$ cat config.mk
export PLATFORM = sky130hd
export DESIGN_NAME = mul4_mac_seq_flat
export DESIGN_NICKNAME = d
export VERILOG_FILES = /design/src/rtl/mul4_mac_seq_if.sv /design/src/rtl/mul4_mac_seq.sv /design/src/flat_wrapper.sv
export SDC_FILE = /design/constraint.sdc
export NUM_CORES = 1
export LEC_CHECK = 0
export ABC_AREA = 1
export BUFFER_PORTS_ARGS = -buffer_cell sky130_fd_sc_hd__buf_2
export CAP_MARGIN = 20
export CORE_AREA = 2 2 80 82
export DETAILED_ROUTE_END_ITERATION = 16
export DIE_AREA = 0 0 82 84
export SLEW_MARGIN = 20
export SYNTH_ARGS = -nofsm -noshare
export SYNTH_HDL_FRONTEND = slang
export SYNTH_SLANG_ARGS = --single-unit
$ cat constraint.sdc
create_clock -name CK -period 2 [get_ports CK]
set_input_delay 0.1 -clock CK [delete_from_list [all_inputs] [get_ports CK]]
set_output_delay 0.1 -clock CK [all_outputs]
set_load 0.02 [all_outputs]
$ cat src/rtl/mul4_mac_seq_if.sv
// mul4_mac_seq_if: operand, multiplier and group-sum handshake bundle for mul4_mac_seq.
interface mul4_mac_seq_if #(parameter int ACC_W = 12);
  logic             IN_VALID;
  logic             IN_READY;
  logic [3:0]       IN_A;
  logic [3:0]       IN_B;
  logic             IN_LAST;
  logic             MUL_START;
  logic [3:0]       MUL_A;
  logic [3:0]       MUL_B;
  logic             MUL_READY;
  logic [7:0]       MUL_P;
  logic             OUT_VALID;
  logic             OUT_READY;
  logic [ACC_W-1:0] OUT_SUM;
  logic             OUT_OVF;
  logic             ERR_TMO;
  modport slave (
    input  IN_VALID, IN_A, IN_B, IN_LAST, MUL_READY, MUL_P, OUT_READY,
    output IN_READY, MUL_START, MUL_A, MUL_B, OUT_VALID, OUT_SUM, OUT_OVF, ERR_TMO
  );
  modport master (
    output IN_VALID, IN_A, IN_B, IN_LAST, MUL_READY, MUL_P, OUT_READY,
    input  IN_READY, MUL_START, MUL_A, MUL_B, OUT_VALID, OUT_SUM, OUT_OVF, ERR_TMO
  );
endinterface

$ cat src/rtl/mul4_mac_seq.sv
// mul4_mac_seq: feeds operand pairs to a 4x4 shift-add multiplier and accumulates group sums.
module mul4_mac_seq #(
  parameter int ACC_W = 12,
  parameter int TMO   = 15
) (
  input logic           CK,
  input logic           RN,
  mul4_mac_seq_if.slave bus
);
  localparam logic [2:0] S_IDLE    = 3'd0;
  localparam logic [2:0] S_START   = 3'd1;
  localparam logic [2:0] S_WAIT_LO = 3'd2;
  localparam logic [2:0] S_WAIT_HI = 3'd3;
  localparam logic [2:0] S_ACC     = 3'd4;
  localparam logic [2:0] S_OUT     = 3'd5;
  localparam logic [7:0] TMO_C     = 8'(TMO);
  logic [2:0]       state_q, state_d;
  logic [3:0]       a_q, a_d, b_q, b_d;
  logic             last_q, last_d, start_q, valid_q;
  logic [7:0]       prod_q, prod_d, tmo_q, tmo_d, tmo_inc;
  logic [ACC_W-1:0] acc_q, acc_d;
  logic             ovf_q, ovf_d, err_q, err_d;
  logic [ACC_W:0]   sum;
  assign tmo_inc = tmo_q + 8'd1;
  assign sum     = {1'b0, acc_q} + {{(ACC_W-7){1'b0}}, prod_q};
  always_comb begin
    state_d = state_q;
    a_d     = a_q;
    b_d     = b_q;
    last_d  = last_q;
    prod_d  = prod_q;
    acc_d   = acc_q;
    ovf_d   = ovf_q;
    tmo_d   = tmo_q;
    err_d   = err_q;
    case (state_q)
      S_IDLE: if (bus.IN_VALID) begin
        a_d     = bus.IN_A;
        b_d     = bus.IN_B;
        last_d  = bus.IN_LAST;
        state_d = S_START;
      end
      S_START: begin
        tmo_d   = '0;
        state_d = S_WAIT_LO;
      end
      S_WAIT_LO, S_WAIT_HI: begin
        tmo_d = tmo_inc;
        // a real completion on the final allowed cycle wins over the timeout
        if (state_q == S_WAIT_HI && bus.MUL_READY) begin
          prod_d  = bus.MUL_P;
          state_d = S_ACC;
        end else if (tmo_inc == TMO_C) begin
          prod_d  = '0;
          err_d   = 1'b1;
          state_d = S_ACC;
        end else if (state_q == S_WAIT_LO && !bus.MUL_READY) begin
          state_d = S_WAIT_HI;
        end
      end
      S_ACC: begin
        acc_d   = sum[ACC_W-1:0];
        ovf_d   = ovf_q | sum[ACC_W];
        state_d = last_q ? S_OUT : S_IDLE;
      end
      S_OUT: if (valid_q && bus.OUT_READY) begin
        acc_d   = '0;
        ovf_d   = 1'b0;
        state_d = S_IDLE;
      end
      default: state_d = S_IDLE;
    endcase
  end
  always_ff @(posedge CK or negedge RN) begin
    if (!RN) begin
      state_q <= S_IDLE;
      a_q     <= '0;
      b_q     <= '0;
      last_q  <= 1'b0;
      prod_q  <= '0;
      acc_q   <= '0;
      ovf_q   <= 1'b0;
      tmo_q   <= '0;
      err_q   <= 1'b0;
      start_q <= 1'b0;
      valid_q <= 1'b0;
    end else begin
      state_q <= state_d;
      a_q     <= a_d;
      b_q     <= b_d;
      last_q  <= last_d;
      prod_q  <= prod_d;
      acc_q   <= acc_d;
      ovf_q   <= ovf_d;
      tmo_q   <= tmo_d;
      err_q   <= err_d;
      start_q <= state_d == S_START;
      valid_q <= state_d == S_OUT;
    end
  end
  assign bus.IN_READY  = state_q == S_IDLE;
  assign bus.MUL_START = start_q;
  assign bus.MUL_A     = a_q;
  assign bus.MUL_B     = b_q;
  assign bus.OUT_VALID = valid_q;
  assign bus.OUT_SUM   = acc_q;
  assign bus.OUT_OVF   = ovf_q;
  assign bus.ERR_TMO   = err_q;
endmodule

$ cat src/flat_wrapper.sv
// flat-port wrapper written by rule: the top's interface ports become plain ports
module mul4_mac_seq_flat 
#(
  parameter int ACC_W = 12,
  parameter int TMO   = 15
)
  (CK, RN, bus_IN_VALID, bus_IN_A, bus_IN_B, bus_IN_LAST, bus_MUL_READY, bus_MUL_P, bus_OUT_READY, bus_IN_READY, bus_MUL_START, bus_MUL_A, bus_MUL_B, bus_OUT_VALID, bus_OUT_SUM, bus_OUT_OVF, bus_ERR_TMO);
  mul4_mac_seq_if #(.ACC_W(ACC_W)) bus_i ();
  input logic CK;
  input logic RN;
  input wire logic [$bits(bus_i.IN_VALID)-1:0] bus_IN_VALID;
  input wire logic [$bits(bus_i.IN_A)-1:0] bus_IN_A;
  input wire logic [$bits(bus_i.IN_B)-1:0] bus_IN_B;
  input wire logic [$bits(bus_i.IN_LAST)-1:0] bus_IN_LAST;
  input wire logic [$bits(bus_i.MUL_READY)-1:0] bus_MUL_READY;
  input wire logic [$bits(bus_i.MUL_P)-1:0] bus_MUL_P;
  input wire logic [$bits(bus_i.OUT_READY)-1:0] bus_OUT_READY;
  output wire logic [$bits(bus_i.IN_READY)-1:0] bus_IN_READY;
  output wire logic [$bits(bus_i.MUL_START)-1:0] bus_MUL_START;
  output wire logic [$bits(bus_i.MUL_A)-1:0] bus_MUL_A;
  output wire logic [$bits(bus_i.MUL_B)-1:0] bus_MUL_B;
  output wire logic [$bits(bus_i.OUT_VALID)-1:0] bus_OUT_VALID;
  output wire logic [$bits(bus_i.OUT_SUM)-1:0] bus_OUT_SUM;
  output wire logic [$bits(bus_i.OUT_OVF)-1:0] bus_OUT_OVF;
  output wire logic [$bits(bus_i.ERR_TMO)-1:0] bus_ERR_TMO;
  assign bus_i.IN_VALID = bus_IN_VALID;
  assign bus_i.IN_A = bus_IN_A;
  assign bus_i.IN_B = bus_IN_B;
  assign bus_i.IN_LAST = bus_IN_LAST;
  assign bus_i.MUL_READY = bus_MUL_READY;
  assign bus_i.MUL_P = bus_MUL_P;
  assign bus_i.OUT_READY = bus_OUT_READY;
  assign bus_IN_READY = bus_i.IN_READY;
  assign bus_MUL_START = bus_i.MUL_START;
  assign bus_MUL_A = bus_i.MUL_A;
  assign bus_MUL_B = bus_i.MUL_B;
  assign bus_OUT_VALID = bus_i.OUT_VALID;
  assign bus_OUT_SUM = bus_i.OUT_SUM;
  assign bus_OUT_OVF = bus_i.OUT_OVF;
  assign bus_ERR_TMO = bus_i.ERR_TMO;
  mul4_mac_seq #(.ACC_W(ACC_W), .TMO(TMO)) u_core (.CK(CK), .RN(RN), .bus(bus_i));
endmodule
Word level (Yosys, flattened, before mapping) --
Cells that the tools add are included.
Word-level totals: flip-flop bits (word level) 44, bits of input ports 22, word-level logic and storage cells 51
Cells by class: $add $sub $neg 2, equality and inequality tests 9, mux-type cells 14, bitwise operators 2, reduce and logical (&&, ||, !) cells 13
Operator list (count):
- one-hot mux 12 bit (2 select lines) | 1
- 2-to-1 mux 3 bit | 6
- 2-to-1 mux 8 bit | 2
- one-hot mux 8 bit (2 select lines) | 1
- one-hot mux 3 bit (5 select lines) | 1
- adder 12 x 8 -> 13 bit | 1
- 2-to-1 mux 12 bit | 1
- == test 3 bit, second input constant | 3
- adder 8 x 1 -> 8 bit, second input constant | 1
- == test 8 x 4 -> 1 bit, second input constant | 1
- == test 3 x 1 -> 1 bit, second input constant | 2
- == test 3 x 2 -> 1 bit, second input constant | 2
- AND reduction 2 bit | 3
- nonzero test 2 bit | 3
- logical AND 1 bit | 3
- logical NOT 3 bit | 1
- AND reduction 3 bit | 1
- inequality test 2 x 1 -> 1 bit, second input constant | 1
- one-hot mux 1 bit (2 select lines) | 1
- OR reduction 2 bit | 1
- logical NOT 1 bit | 1
- 2-to-1 mux 1 bit | 1
- NOT 1 bit | 1
- bitwise OR 1 bit | 1

Depth between registers and ports, before layout --
Gate-level depths: netlist of the first run.
word-level depth 7, gate-level depth with buffers 12, mapped depth without buffers 12

Worst setup path after synthesis of the first run --
OpenSTA, ideal clock, no wires.
path kind register to register, from register u_core.acc_q[0], in the netlist u_core.bus.OUT_SUM[0], to register u_core.acc_q[8], in the netlist u_core.bus.OUT_SUM[8], arrival 1.702 ns, path slack 0.178 ns, cell stages (with the launch flop) 12, buffers on the path 0, clock period less this slack 1.822 ns, cells stage by stage dfrtp_1 ha_1 inv_1 fa_1 inv_1 nand3_1 nand2_1 a21oi_1 inv_1 nand2_1 o21ai_0 nor2_1
Between the ends: longest elaborated chain between the ends 2
RTL lines:
- start, declared | RTL line mul4_mac_seq.sv:21 | logic [ACC_W-1:0] acc_q, acc_d;
- start signal, assigned | RTL line mul4_mac_seq.sv:81 | acc_q <= '0;
- start signal, assigned | RTL line mul4_mac_seq.sv:93 | acc_q <= acc_d;
- adder 12 x 8 -> 13 bit | RTL line mul4_mac_seq.sv:25 | assign sum = {1'b0, acc_q} + {{(ACC_W-7){1'b0}}, prod_q};
- one-hot mux 12 bit (2 select lines) | RTL line mul4_mac_seq.sv:36 | case (state_q)
Every way passes these cells. A chain may end at the register's enable or synchronous reset.

Worst setup path in the final report of the first run --
Ends and elaborated chain as after synthesis.

==> results of run 1 <==
[power by group]
part           internal [mW]  total [mW]  switching [mW]  leakage [nW]
combinational          0.873        2.43            1.55         0.977
sequential              1.25        1.55           0.295         0.552
clock                  0.281       0.594           0.312        0.0445
total                   2.41        4.57            2.16          1.57
[worst max-delay path, stage by stage, from the launching register on]
cell and delay [ns]:
dfrtp_1 0.39, ha_2 0.20, inv_1 0.06, fa_2 0.34, inv_2 0.07, nand3_1 0.08
nand2_2 0.11, a21oi_1 0.08, inv_1 0.11, nand2_1 0.06, o21ai_1 0.12, nor2_1 0.05
[logic make-up after synthesis]
kind of cell / share of synthesized area (%)
simple gates: 30.12
compound gates: 10.77
flops: 46.91
buf+inv: 5.650
fa+ha+maj: 6.183
xor+xnor: 0.3732
[cell usage after synthesis, drive strengths merged]
library cell,number,area (sq um)
ha,10,125.1
nor2,24,100.1
nand4,3,18.77
nand2,114,465.4
a21oi,14,70.07
nor3,3,31.28
inv,32,120.1
xor2,1,8.760
o21ai,19,95.09
or2,1,6.260
dfrtp,44,1101
a21o,1,7.510
clkbuf,1,3.750
nand3,17,85.08
fa,1,20.02
o31ai,1,7.510
o21a,1,7.510
o22ai,3,18.77
clkinv,1,3.750
a22o,1,8.760
o21bai,3,22.52
buf,1,5.000
a22oi,2,15.01
[what timing repair did]
| item | CTS | global route |
|---|---|---|
| hold buffers | 13 | 1 |
| gates resized for setup | 0 | 5 |
| setup buffers | 0 | 1 |
| endpoints found under the setup margin | 0 | 2 |
| endpoints found under the hold margin | 56 | 1 |
[path summary, 6_finish.rpt]
kind / start / endpoint / slack, ns
worst max-delay path: u_core.bus.OUT_SUM[0] / u_core.bus.OUT_SUM[8] / 0.22
worst min-delay path: bus_MUL_P[1] / u_core.prod_q[1] / 0.009
worst max register to register: u_core.bus.OUT_SUM[0] / u_core.bus.OUT_SUM[8] / 0.22
worst min register to register: u_core.bus.MUL_B[2] / u_core.bus.MUL_B[2] / 0.48
max in group asynchronous: RN / u_core.prod_q[7] / 1.18
min in group asynchronous: RN / u_core.bus.MUL_A[1] / 0.43
[layer usage]
metal	global-route usage (%)	share of wire [%]	vias to the layer above
met4	6.212	1.8	0
li1	-	-	1096
met3	3.030	3.5	7
met5	0	0	-
met2	27.35	47	34
met1	23.64	48	968
[per-stage QoR]
step | worst slack (ns) | hold WS, ns | total power, mW | instances | utilization (%)
final | 0.2187 | 0.008990 | 4.568 | 445 | 48.17
after global placement | 0.2289 | 0.2180 | 3.908 | 422 | 44.09
after detailed placement | 0.1345 | 0.2223 | 3.927 | 422 | 44.09
after CTS | 0.1014 | 0.002930 | 4.557 | 443 | 47.76
after global routing | 0.01284 | 0.01179 | 5.039 | 445 | 48.17
after floorplan | 0.1784 | -0.1956 | 3.260 | 298 | -
[state kept, by name, summed over array words and instances (netlist names)]
| register | count |
|---|---|
| u_core.bus.MUL_A | 4 |
| u_core.bus.MUL_START | 1 |
| u_core.tmo_q | 8 |
| u_core.last_q | 1 |
| u_core.bus.ERR_TMO | 1 |
| u_core.prod_q | 8 |
| u_core.bus.OUT_SUM | 12 |
| u_core.bus.MUL_B | 4 |
| u_core.bus.OUT_VALID | 1 |
| u_core.bus.OUT_OVF | 1 |
| u_core.state_q | 3 |
[final cells by class]
class / count / area, sq um / share of cell area, %
clock buffer: 7 / 86.33 / 2.940
inverter: 33 / 123.9 / 4.218
tap: 77 / 96.34 / 3.281
multi-input combinational: 219 / 1121 / 38.18
clock inverter: 1 / 7.507 / 0.2556
sequential: 44 / 1101 / 37.49
timing repair buffer: 64 / 400.4 / 13.63
==> reports/qor.csv, run 1 <==
stage,metric,value,unit
clock_tree,clock_latency,0.30,ns
drt,first_pass_iters,4,
min_path,hold_path.class,in2reg,
layout,num-fill-cells,615,
floorplanning,io_pins,47,
sta,fmax,0.5614,GHz
clock_tree,cts.sinks,44,
sta,final-hold-violation-count,0,
floorplanning,rows,29,
critical_path,reg2regPathDepth,11,
power_and_ir_drop,p_per_area,1556,nW/um^2
synthesis,ys_warn_count,0,
drt,num_vias,2105,
synthesis,avgSynthCellArea,7.877,sq um
layout,area_growth,25.11,%
layout,nets,400,
clock_tree,clockRootBuffer,clkbuf_8,
clock_tree,cts_buffer_depth,2,
grt,grt_pass1_wl,9342,microns
critical_path,end_kind,flop,
critical_path,startpoint_type,flop,
critical_path,worstSetupPathType,reg2reg,
synthesis,syn_nets,331,
clock_tree,h-tree-depth,2,
drt,final_antenna_net_count,0,
grt,gr-total-overflow,0,
floorplanning,die_w,82,microns
grt,grt.total_usage,17.33,%
min_path,min_delay_path_depth,3,
placement,placement.io_buffers,46,
floorplanning,dieArea,6888,sq um
sta,final.min_clock_period,1.781,ns
grt,grt_pass1_vias,2053,
sta,period_share,89.07,%
power_and_ir_drop,p_leak,1.573,nW
sta,setup_viol,0,
drt,drtIter0Drc,116,
floorplanning,core_area,6096,sq um
floorplanning,start_util,38.51,%
grt,antenna_found_initial,0,
grt,grt_max_degree,45,
placement,routabilityCongestion,0.8521,
clock_tree,cts_buffers,5,
sta,fin_skew,0.01284,ns
sta,grt_setup_unrepaired,no,
sta,setup-tns-final,0,ns
sta,finalMaxSlewViolations,0,
status,status,finished clean,
drt,via_per_inst,4.730,
floorplanning,floorplan.die.height,84,microns
clock_tree,clk_pin_slew,0.09,ns
critical_path,cp_data_arrival_time,1.97,ns
clock_tree,cts_tree,yes,
sta,timing_worst_slew_pin_value,0.5612,ns
drt,wl_per_cell,11.82,microns
layout,final_common_cell,nand2_1,
synthesis,seq_area_frac_synth,46.91,%
synthesis,synth_cell_types,31,
layout,final_cell_mix,"nand2_1 (100), buf_2 (46), dfrtp_1 (44)",
synthesis,postSynthCellCount,298,
drt,drc_errors,0,
layout,stdcell_area,2937,sq um
drt,routed_wl,5261,microns
layout,drive_gt1_share,23.10,%
critical_path,crit_required,2.19,ns
placement,hpwl,3812,microns
layout,antenna_cells,0,
critical_path,worstPathMaxFanout,3,
sta,timing.slew.headroom,62.58,%
power_and_ir_drop,vdd_ir_drop_max,539.4,uV
placement,placed_area,2688,sq um
flow_run,maxCapViolations,0,
synthesis,synth_area,2347,sq um
synthesis,ys_ff_latch,44,
(Power assumes the default switching activity.)
==> inputs of run 2 (changes only) <==
Settings changed: PLACE_DENSITY set to 0.7.
==> run 2 against run 1 <==
  * The run now ends with hold timing left
  * Fmax shrank 2.8%
  * Cell area down 0.13%
  * Power up 2.0%
  * Worst hold slack worse by 0.0099 ns
  * Global-route usage down 0.60 points
  * Sequential share of layout area hardly changed
  * Non-clock buffer count is 1 lower
  * Clock skew shrank 0.0074 ns
  * Largest power group unchanged
==> reports/qor.csv, run 2 (synthesized netlist as in run 1, its figures left out) <==
stage,metric,value,unit,change
status,status,"complete, but fails checks",,
status,violations,hold timing,,
placement,placement.io_buffers,46,,unchanged
clock_tree,clock_latency,0.30,ns,about the same
power_and_ir_drop,power_switching,2.163,mW,+0.13%
sta,setup-tns-final,0,ns,unchanged
min_path,min_from,bus_IN_A[0],,
layout,final_cell_mix,"nand2_1 (100), buf_2 (46), dfrtp_1 (44)",,
critical_path,worstPathMaxFanout,4,,+1
sta,finalMaxSlewViolations,0,,unchanged
layout,area_growth,24.95,%,
clock_tree,h-tree-depth,2,,unchanged
sta,final-hold-violation-count,1,,+1
critical_path,cp_data_arrival_time,2.02,ns,+0.05 ns
critical_path,reg2reg_from,u_core.bus.OUT_SUM[0],,
layout,antenna_cells,0,,unchanged
power_and_ir_drop,p_clk_share,14.5,%,+1.5 points
drt,via_per_inst,4.836,,+2.2%
drt,drtIter0Drc,124,,+6.9%
floorplanning,core_area,6096,sq um,unchanged
floorplanning,start_util,38.51,%,unchanged
sta,setup_viol,0,,unchanged
layout,drive_gt1_share,23.43,%,+0.34 points
critical_path,crit_required,2.19,ns,about the same
clock_tree,clk_pin_slew,0.08,ns,about the same
sta,fin_skew,0.005420,ns,-0.007419 ns
floorplanning,die_w,82,microns,unchanged
floorplanning,dieArea,6888,sq um,unchanged
sta,timing_worst_slew_pin_value,0.6453,ns,+0.08407 ns
layout,num-fill-cells,597,,-2.9%
clock_tree,cts_tree,yes,,
floorplanning,io_pins,47,,unchanged
sta,whs,-0.0008697,ns,-0.009860 ns
drt,first_pass_iters,4,,unchanged
sta,worst_slack,0.1679,ns,-0.05076 ns
drt,num_vias,2147,,+2.0%
power_and_ir_drop,cellInternalPower,2.495,mW,+3.6%
grt,gr-total-overflow,0,,unchanged
floorplanning,floorplan.die.height,84,microns,unchanged
layout,final_core_utilization,48.11,%,-0.061 points
layout,largest_reg_flops,12,,unchanged
power_and_ir_drop,seqPwrFrac,33.4,%,-0.5 points
layout,nets,399,,-0.25%
power_and_ir_drop,sw_frac_of_total,46.44,%,-0.85 points
floorplanning,rows,29,,unchanged
critical_path,crit_start,u_core.bus.OUT_SUM[0],,
power_and_ir_drop,p_leak,1.582,nW,+0.57%
clock_tree,cts_buffer_depth,2,,unchanged
layout,final_common_cell,nand2_1,,
drt,drc_errors,0,,unchanged
power_and_ir_drop,p_per_area,1588,nW/um^2,+2.1%
power_and_ir_drop,power_frac_comb,52.0,%,-1.1 points
min_path,hold_path.class,in2reg,,
clock_tree,cts.sinks,44,,unchanged
drt,wl_per_cell,11.94,microns,+0.99%
sta,period_share,91.61,%,+2.5 points
drt,final_antenna_net_count,0,,unchanged
grt,grt.total_usage,16.73,%,-0.60 points
critical_path,startpoint_type,flop,,
placement,post-place-ws,0.1341,ns,-0.0004210 ns
critical_path,worstSetupPathType,reg2reg,,
sta,timing.slew.headroom,56.98,%,-5.6 points
power_and_ir_drop,vdd_ir_drop_max,595.4,uV,+10%
placement,routabilityCongestion,0.8715,,+2.3%
placement,hpwl,3921,microns,+2.9%
flow_run,maxCapViolations,0,,unchanged
grt,grt_pass1_wl,8976,microns,-3.9%
grt,grt_max_degree,29,,-36%
drt,routed_wl,5301,microns,+0.76%
sta,fmax,0.5458,GHz,-2.8%
grt,grt_pass1_vias,2007,,-2.2%
clock_tree,cts_buffers,5,,unchanged
grt,antenna_found_initial,0,,unchanged
clock_tree,clockRootBuffer,clkbuf_8,,
sta,final.min_clock_period,1.832,ns,+0.05076 ns
critical_path,end_kind,flop,,
-- run 2: changes by cell type in the layout (fill, tap and decap cells not counted), sizes merged --
cell         change
clkinvlp         -1
clkinv           +1
bufinv           +1
clkbuf           -1
dlygate4sd3      -3
buf              +2
-- run 2: critical path, stage by stage, from the launching register on --
cell and delay, ns:
dfrtp_1 0.38, ha_2 0.21, inv_1 0.05, fa_1 0.38, inv_2 0.08, nand3_1 0.07
nand2_2 0.11, a21oi_1 0.08, inv_1 0.11, nand2_1 0.05, o21ai_0 0.14, nor2_1 0.05
-- run 2: worst paths after layout --
| kind | depth (start not counted) | end | slack (ns) |
|---|---|---|---|
| worst min register to register | 1 | u_core.bus.ERR_TMO | 0.48 |
| worst max register to register | 11 | u_core.bus.OUT_SUM[8] | 0.17 |
| worst min-delay path | 3 | u_core.bus.MUL_A[0] | -0.0009 |
| max in group asynchronous | 3 | u_core.state_q[1] | 1.07 |
| min in group asynchronous | 2 | u_core.prod_q[4] | 0.36 |
| worst max-delay path | 11 | u_core.bus.OUT_SUM[8] | 0.17 |
-- run 2: timing repair --
| action | 4_1_cts | 5_1_grt |
|---|---|---|
| setup endpoints to repair | 0 | 1 |
| endpoints found under the hold margin | 35 | 1 |
| resized for setup | 0 | 3 |
| buffers inserted | 0 | 2 |
| hold buffers | 10 | 1 |
-- run 2: cell type report --
class | instances | area [sq um] | share of cell area [%]
clock inverters | 2 | 35.03 | 1.195
clock buffers | 6 | 72.57 | 2.474
flip-flops and latches | 44 | 1101 | 37.54
inverters | 33 | 123.9 | 4.224
multi-input cells | 219 | 1119 | 38.14
repair buffers | 63 | 385.4 | 13.14
well taps | 77 | 96.34 | 3.285
-- run 2: layer usage --
metal,global-route usage (%),routed length [microns],vias to the layer above
met5,0,0,-
met4,6.364,88,0
met3,4.329,269,8
met2,25.06,2416,51
met1,23.02,2526,993
li1,-,-,1095
-- run 2: power by group through the flow --
stage	logic, mW	clock network [mW]	registers (mW)
6_report	2.42	0.677	1.56
5_1_grt	2.76	0.726	1.60
4_1_cts	2.39	0.692	1.56
3_5_place_dp	2.37	0	1.57
3_3_place_gp	2.31	0	1.56
2_1_floorplan	1.49	0	1.77
-- run 2: metrics by stage --
stage	hold WS (ns)	cells	instance area [sq um]	power [mW]
floorplan	-0.1956	298	2347	3.260
global placement	0.1566	423	2695	3.871
detailed placement	0.1709	423	2695	3.938
CTS	0.002403	441	2903	4.635
global route	0.004345	444	2933	5.086
finish	-0.0008697	444	2933	4.658
